**config.mk**
```make
export PLATFORM = sky130hd
export DESIGN_NAME = writeback_arbiter
export DESIGN_NICKNAME = d
export VERILOG_FILES = /design/src/rtl/writeback_arbiter.sv
export SDC_FILE = /design/constraint.sdc
export NUM_CORES = 1
export LEC_CHECK = 0
export ABC_AREA = 1
export CELL_PAD_IN_SITES_DETAIL_PLACEMENT = 1
export CELL_PAD_IN_SITES_GLOBAL_PLACEMENT = 1
export CORE_MARGIN = 3
export CORE_UTILIZATION = 25
export CTS_BUF_LIST = sky130_fd_sc_hd__clkbuf_4
export CTS_CLUSTER_DIAMETER = 60
export DETAILED_ROUTE_END_ITERATION = 10
export GPL_TIMING_DRIVEN = 0
export PLACE_DENSITY = 0.58
export SLEW_MARGIN = 30
export SYNTH_ARGS = -nofsm -noshare
export SYNTH_HDL_FRONTEND = slang
export SYNTH_HIERARCHICAL = 1
export SYNTH_SLANG_ARGS = --single-unit
```
**constraint.sdc**
```tcl
create_clock -name clk_i -period 10.2 [get_ports clk_i]
set_input_delay 1.02 -clock clk_i [delete_from_list [all_inputs] [get_ports clk_i]]
set_output_delay 1.02 -clock clk_i [all_outputs]
set_load 0.01 [all_outputs]
```
**src/rtl/writeback_arbiter.sv**
```systemverilog
// Per-channel result FIFOs feeding a round-robin arbiter and a single stallable
// writeback register. A pushed entry can reach the writeback register at the earliest one edge after its push.

module wb_chan_fifo #(
    parameter int W     = 70,
    parameter int DEPTH = 4
) (
    input  logic         clk_i,
    input  logic         reset_i,
    input  logic         push_i,
    input  logic [W-1:0] din_i,
    input  logic         pop_i,
    output logic [W-1:0] head_o,
    output logic         ready_o,
    output logic         empty_o
);
    localparam int PTR_W = $clog2(DEPTH);
    localparam int CNT_W = PTR_W + 1;

    logic [W-1:0]     mem [DEPTH];
    logic [PTR_W-1:0] wr_ptr, rd_ptr;
    logic [CNT_W-1:0] count;
    logic             push_ok;

    assign ready_o = (count < CNT_W'(DEPTH));
    assign empty_o = (count == '0);
    assign push_ok = push_i & ready_o;
    assign head_o  = mem[rd_ptr];

    always_ff @(posedge clk_i) begin
        if (push_ok)
            mem[wr_ptr] <= din_i;
    end

    // Pointers wrap naturally because DEPTH is a power of two.
    always_ff @(posedge clk_i) begin
        if (reset_i) begin
            wr_ptr <= '0;
            rd_ptr <= '0;
            count  <= '0;
        end else begin
            if (push_ok) wr_ptr <= wr_ptr + 1'b1;
            if (pop_i)   rd_ptr <= rd_ptr + 1'b1;
            case ({push_ok, pop_i})
                2'b10:   count <= count + 1'b1;
                2'b01:   count <= count - 1'b1;
                default: count <= count;
            endcase
        end
    end
endmodule

module writeback_arbiter #(
    parameter  int NUM_CH = 2,
    parameter  int DEPTH  = 4,
    localparam int SRC_W  = (NUM_CH > 1) ? $clog2(NUM_CH) : 1
) (
    input  logic                 clk_i,
    input  logic                 reset_i,
    input  logic [NUM_CH-1:0]    valid_i,
    output logic [NUM_CH-1:0]    ready_o,
    input  logic [NUM_CH*32-1:0] instr_i,
    input  logic [NUM_CH*32-1:0] result_i,
    input  logic [NUM_CH*5-1:0]  rd_i,
    input  logic [NUM_CH-1:0]    reg_write_i,
    input  logic                 stall_w_i,
    output logic [31:0]          instr_w_o,
    output logic [31:0]          result_w_o,
    output logic [4:0]           rd_w_o,
    output logic                 reg_write_w_o,
    output logic                 valid_w_o,
    output logic                 retire_w_o,
    output logic [SRC_W-1:0]     src_w_o
);
    typedef struct packed {
        logic [31:0] instr;
        logic [31:0] result;
        logic [4:0]  rd;
        logic        reg_write;
    } wb_entry_t;

    localparam int ENTRY_W = $bits(wb_entry_t);

    wb_entry_t [NUM_CH-1:0] push_data, head_data;
    logic      [NUM_CH-1:0] empty, pop;
    logic      [SRC_W-1:0]  last_grant, grant_idx;
    logic                   found;
    wb_entry_t              grant_entry;

    for (genvar k = 0; k < NUM_CH; k++) begin : g_ch
        assign push_data[k] = {instr_i[32*k +: 32], result_i[32*k +: 32],
                               rd_i[5*k +: 5], reg_write_i[k]};
        assign pop[k] = ~stall_w_i & found & (grant_idx == SRC_W'(k));

        wb_chan_fifo #(.W(ENTRY_W), .DEPTH(DEPTH)) u_fifo (
            .clk_i   (clk_i),
            .reset_i (reset_i),
            .push_i  (valid_i[k]),
            .din_i   (push_data[k]),
            .pop_i   (pop[k]),
            .head_o  (head_data[k]),
            .ready_o (ready_o[k]),
            .empty_o (empty[k])
        );
    end

    // Scan starts one past the last winner so every channel gets a turn.
    always_comb begin
        found     = 1'b0;
        grant_idx = '0;
        for (int i = 0; i < NUM_CH; i++) begin
            int               sum;
            logic [SRC_W-1:0] cand;
            sum = int'(last_grant) + 1 + i;
            if (sum >= NUM_CH) sum = sum - NUM_CH;
            cand = SRC_W'(sum);
            if (!found && !empty[cand]) begin
                found     = 1'b1;
                grant_idx = cand;
            end
        end
    end

    assign grant_entry = head_data[grant_idx];
    assign retire_w_o  = valid_w_o & ~stall_w_i;

    always_ff @(posedge clk_i) begin
        if (reset_i) begin
            last_grant    <= SRC_W'(NUM_CH - 1);
            instr_w_o     <= '0;
            result_w_o    <= '0;
            rd_w_o        <= '0;
            reg_write_w_o <= 1'b0;
            valid_w_o     <= 1'b0;
            src_w_o       <= '0;
        end else if (!stall_w_i) begin
            if (found) begin
                last_grant    <= grant_idx;
                instr_w_o     <= grant_entry.instr;
                result_w_o    <= grant_entry.result;
                rd_w_o        <= grant_entry.rd;
                reg_write_w_o <= grant_entry.reg_write;
                valid_w_o     <= 1'b1;
                src_w_o       <= grant_idx;
            end else begin
                instr_w_o     <= '0;
                result_w_o    <= '0;
                rd_w_o        <= '0;
                reg_write_w_o <= 1'b0;
                valid_w_o     <= 1'b0;
                src_w_o       <= '0;
            end
        end
    end
endmodule

```
# After elaboration in Yosys (flattened, before gate mapping)
# Memories as Yosys holds them, arrays and structs flattened. A register that Yosys moved wholly into a read port is not among the register bits.
# Index checks and enable logic that the tools add are counted.
[classes]
add_sub_neg = 12
magnitude_cmp = 7
n_eq_ne = 4
n_mux = 28
bitwise_logic = 8
n_reduce_logical = 7
[op_table]
columns = ["cell", "count"]
rows = [
  ["$mux W70", 2],
  ["$mux W32", 2],
  ["$mux W1", 17],
  ["$pmux W3 S2", 2],
  ["$add A2 B1 Y2 const B", 4],
  ["$mux W2", 4],
  ["$add A3 B1 Y3 const B", 2],
  ["$and A1 B1 Y1", 6],
  ["$logic_not A3 Y1", 2],
  ["$lt A1 B2 Y1 const B", 3],
  ["$lt A3 B3 Y1 const B", 2],
  ["$sub A3 B1 Y3 const B", 2],
  ["$mux W5", 1],
  ["$eq A2 B1 Y1 const B", 2],
  ["$eq A2 B2 Y1 const B", 2],
  ["$reduce_bool A2 Y1", 2],
  ["$add A2 B1 Y3 const B", 1],
  ["$ge A3 B2 Y1 const B", 1],
  ["$add A1 B1 Y2 const B", 1],
  ["$ge A2 B2 Y1 const B", 1],
  ["$not A1 Y1", 2],
  ["$reduce_and A2 Y1", 1],
  ["$sub A1 B1 Y1 const B", 2],
  ["$logic_and A1 B1 Y1", 1],
  ["$logic_not A1 Y1", 1],
]
[totals]
regBits = 87
ram_bits = 560
input_bits = 145
output_inout_bits = 75
elab_cells = 81
n_memories = 2
[memory_table]
columns = ["name", "words", "width", "read_ports", "rd_ports_with_merged_regs", "write_ports", "line", "rtl"]
rows = [
  ["g_ch[0].u_fifo.mem", 4, 70, 1, 1, 1, "20", "logic [W-1:0] mem [DEPTH];"],
  ["g_ch[1].u_fifo.mem", 4, 70, 1, 1, 1, "20", ""],
]

# Logic depth before layout (Yosys ltp)
[depth]
ltp_word = 13
mapped_depth = 16
ltp_nobuf = 16

# Modules after synthesis
# The synthesis kept the hierarchy.
[by_module_without_submodules]
columns = ["module", "n_inst", "cells_per_inst", "area_each_um2", "seq_area_each_um2"]
rows = [
  ["wb_chan_fifo", 2, 733, 11385.9, 8588.2],
  ["writeback_arbiter", 1, 626, 3905.0, 1461.4],
]

# Least setup slack after synthesis
# Ideal clock, no wire load.
[synth_timing]
kind = "input to register"
start = "input port valid_i[0]"
end = "memory g_ch[0].u_fifo.mem[0][0], enable pin"
setup_ps = 499
arrival_ps = 4118
required_time_ps = 9701
setup_slack_ps = 5583
path_stages = 2
path_buffers = 0
path_cell_list = "nand2_1 -> nor2_1"
[synth_between]
elab_chain_len = 3
[synth_lines]
columns = ["item", "line", "rtl"]
rows = [
  ["start: declaration", "60", "input logic [NUM_CH-1:0] valid_i,"],
  ["$and A1 B1 Y1", "27", "assign push_ok = push_i & ready_o;"],
  ["$mux W1", "31", "if (push_ok)"],
  ["$mux W1 (implied by the code)", "32", "mem[wr_ptr] <= din_i;"],
  ["end: declaration", "20", ""],
]
# Every way passes these cells.

# Worst setup path in the final report
[layout_timing]
start = "input port stall_w_i"
end = "output port retire_w_o"
[layout_between]
elab_chain_len = 2
[layout_lines]
columns = ["item", "line", "rtl"]
rows = [
  ["start: declaration", "66", "input logic stall_w_i,"],
  ["$not A1 Y1 (no source line)", "-", ""],
  ["$and A1 B1 Y1", "125", "assign retire_w_o = valid_w_o & ~stall_w_i;"],
  ["end: declaration", "72", "output logic retire_w_o,"],
]
# Every way passes these cells.

==> results by group <==
Run status
  • Outcome: finished clean

Logic synthesis
  • Top cell type's share of synthesized area: around 63%
  • Largest cells by area after synthesis: edfxtp_1 (63%), dfxtp_1 (6.8%), o21ai_0 (4.4%), o22ai_2 (3.8%), nor2_4 (3.4%)
  • Post-Synthesis Cells: approximately 2.1k
  • Seq/Total Area, Yosys: 69.9%
  • Synthesized flop and latch total: roughly 650
  • Synth area leader: edfxtp_1
  • Synth warn: 6
  • Unique masters post-synth: 25
  • Post-synthesis average cell area: 12.8 sq um
  • Post-synthesis cell area: 0.0267 sq mm
  • Syn nets: 2249

Power
  • Maximum VDD drop: 0.0000847 V
  • Power Total: 9.12 mW
  • Pwr/cell area: about 270 mW/mm^2
  • Leak: around 12 nW

Clocking
  • Clock-pin slew on the worst setup and hold paths: roughly 0.070 ns
  • Post-CTS Setup Repair Bufs: 0
  • Clk Latency, worst-skew pair: 1.00 ns
  • CTS tree: done
  • Hold-fix buffers, CTS: 0
  • Sink Count: roughly 650
  • Post-CTS Resized: 0
  • CTS Buf Count: ~170
  • Htree depth: 4
  • CTS root buf: clkbuf_4
  • Clock buffer depth: 3

STA
  • Setup TNS: 0 ns
  • Final setup fails: 0
  • Unrepaired setup endpoints after global routing: no
  • FMAX: between 200 and 250 MHz
  • Final worst path period share: between 30% and 40%
  • Slew Viols, Final: 0
  • Slew headroom: between 30% and 40%
  • Clock Skews: just under 0.07 ns
  • Fin. Hold Viols: 0
  • Fin crit period: between 4 and 5 ns
  • Worst-Margin Slew: about 1 ns

Worst setup path
  • Crit path kind: in2out
  • Crit path top cell by count: clkdlybuf4s50_1
  • Max FO, Critical Path: 10
  • CP required: approximately 9.2 ns
  • Critical path, cell by cell: clkdlybuf4s50_1 > clkbuf_1 > nor2_1 > clkdlybuf4s50_1
  • WP data arrival: ~3 ns
  • Worst path max stage delay: about 0.75 ns
  • Critical path startpoint category: input pin
  • Delay-heaviest family, CP: buffers and inverters
  • Critical path endpoint category: output pin
  • Worst path bufs/invs: 3
  • Slowest stage cell, crit path: clkbuf_1

GRT
  • Met2 usage: 25.8%
  • First-pass GRT wire length: roughly 130000 microns
  • GRT Util Overall: 15.3%
  • Vias in the first global route: 19.4k
  • Met3 Use GR: 4.38%
  • Grt ovf: 0
  • Grt peak-use layer: met2
  • Largest net degree at the start of global routing: 19
  • Initial antenna violation count: 18
  • M1 GR Usage: a little under a fifth

Drt
  • DR vias: 18.1k
  • Drt pass-1 iters: 5
  • Antenna Nets Post-Route: 0
  • Average wire per standard cell: 21.2 microns
  • Drt drc: 0
  • WL final: roughly 86000 microns
  • DR iter-0 viols: approximately 1.1k
  • Drt via density: ~4.5

Placed design
  • Routability cong.: 0.772
  • Final HPWL from detailed placement: 62300 microns
  • Placed cell count: between 3k and 4k
  • Port Buf Inserts: about 220

Floorplanning
  • Die ar.: 0.111 sq mm
  • Die Y: 333 microns
  • Number of core rows: 119
  • Starting Density: 25.3%
  • Core footprint: approximately 0.11 sq mm
  • Die X: 333 microns
  • # IOs: between 200 and 250

Hold path
  • Hold Path Class: reg2reg

Finish
  • Nets: approximately 2.7k
  • Layout cells sized above 1: around a fifth
  • P&R area growth vs syn: 26.8%
  • Fillers: about 11k
  • Most common library cell in the layout ignoring fill and taps: edfxtp_1
  • Final std cells w/o fill: between 4k and 5k
  • Commonest non-fill, non-tap cells in the layout: edfxtp_1 (560), clkbuf_4 (239), o21ai_0 (232), clkdlybuf4s50_1 (219), nor2_1 (208)

Job
  • Max-Cap Viols: 0
## cells by family (layout without fill, tap and decap cells)
family | count (synthesis) | after routing | synth area share [%]
other | 0 | 12 | 0
adders and majority gates | 12 | 12 | 0.619
DFF | 651 | 651 | 69.9
buffers and inverters | 313 | 864 | 5.83
and+or+nand+nor | 600 | 600 | 11.4
AOI/OAI and AO/OA | 516 | 516 | 12.3
## flip-flops by register name (all words and copies together) (netlist names), named ones only
signal,count
src_w_o,1
g_ch.u_fifo/rd_ptr,4
g_ch.u_fifo/count,6
result_w_o,32
rd_w_o,5
last_grant,1
valid_w_o,1
reg_write_w_o,1
g_ch.u_fifo/mem,560
instr_w_o,32
g_ch.u_fifo/wr_ptr,4
## final timing paths
check | slack [ns] | endpoint | startpoint | cells after the start
setup reg to reg | 7.28 | g_ch[0].u_fifo/count[2] | g_ch[1].u_fifo/count[0] | 14
hold reg to reg | 0.44 | g_ch[0].u_fifo/rd_ptr[1] | g_ch[0].u_fifo/rd_ptr[1] | 1
hold / removal | 0.44 | g_ch[0].u_fifo/rd_ptr[1] | g_ch[0].u_fifo/rd_ptr[1] | 1
setup / recovery | 6.20 | retire_w_o | stall_w_i | 4
## report_power, final
group	total, mW	switching, mW	internal, mW
Clock	2.26	1.06	1.20
Sequential	3.51	0.188	3.32
Combinational	3.35	2.17	1.18
## metrics by stage
step / setup slack, ns / utilization [%] / instance area (sq um) / hold WS [ns]
after global placement: 1.72 / 29.0 / 30600 / 0.425
after global routing: 6.09 / 32.0 / 33800 / 0.472
after CTS: 6.23 / 32.0 / 33800 / 0.440
final: 6.20 / 32.0 / 33800 / 0.441
after floorplan: 5.58 / - / 26700 / 0.412
after detailed placement: 6.24 / 30.0 / 31600 / 0.431
## cells in the mapped netlist
master	count
ha_1	10
a21oi_1	83
nand2_2	1
nor3_1	2
nand4_1	2
o21ai_1	60
inv_2	2
a21oi_4	1
dfxtp_1	91
fa_1	2
clkbuf_1	60
inv_6	2
nor2_1	216
nand3_1	142
nor2_4	80
edfxtp_1	560
buf_6	21
o22ai_2	80
o21ai_0	232
nand2_4	1
buf_2	41
inv_1	177
buf_12	10
nand2_1	156
o22ai_1	60
## final cells by class
cell class                 instances  area, sq um  share of cell area, %
tap                             1391         1740                   5.14
buffer                           132          867                   2.56
timing repair buffer             256         3160                   9.34
clock inverter                    56          368                   1.09
antenna                           12         30.0                 0.0888
inverter                         181          689                   2.04
clock buffer                     239         1790                   5.30
multi-input combinational       1128         6540                   19.3
sequential                       651        18600                   55.1
## layer usage
metal	up-vias	routed length, microns
met2	439	42200
met3	140	4670
met1	9040	36700
met4	10	2120
met5	-	61
li1	8433	-
No activity file was read; power rests on OpenSTA's default activity.
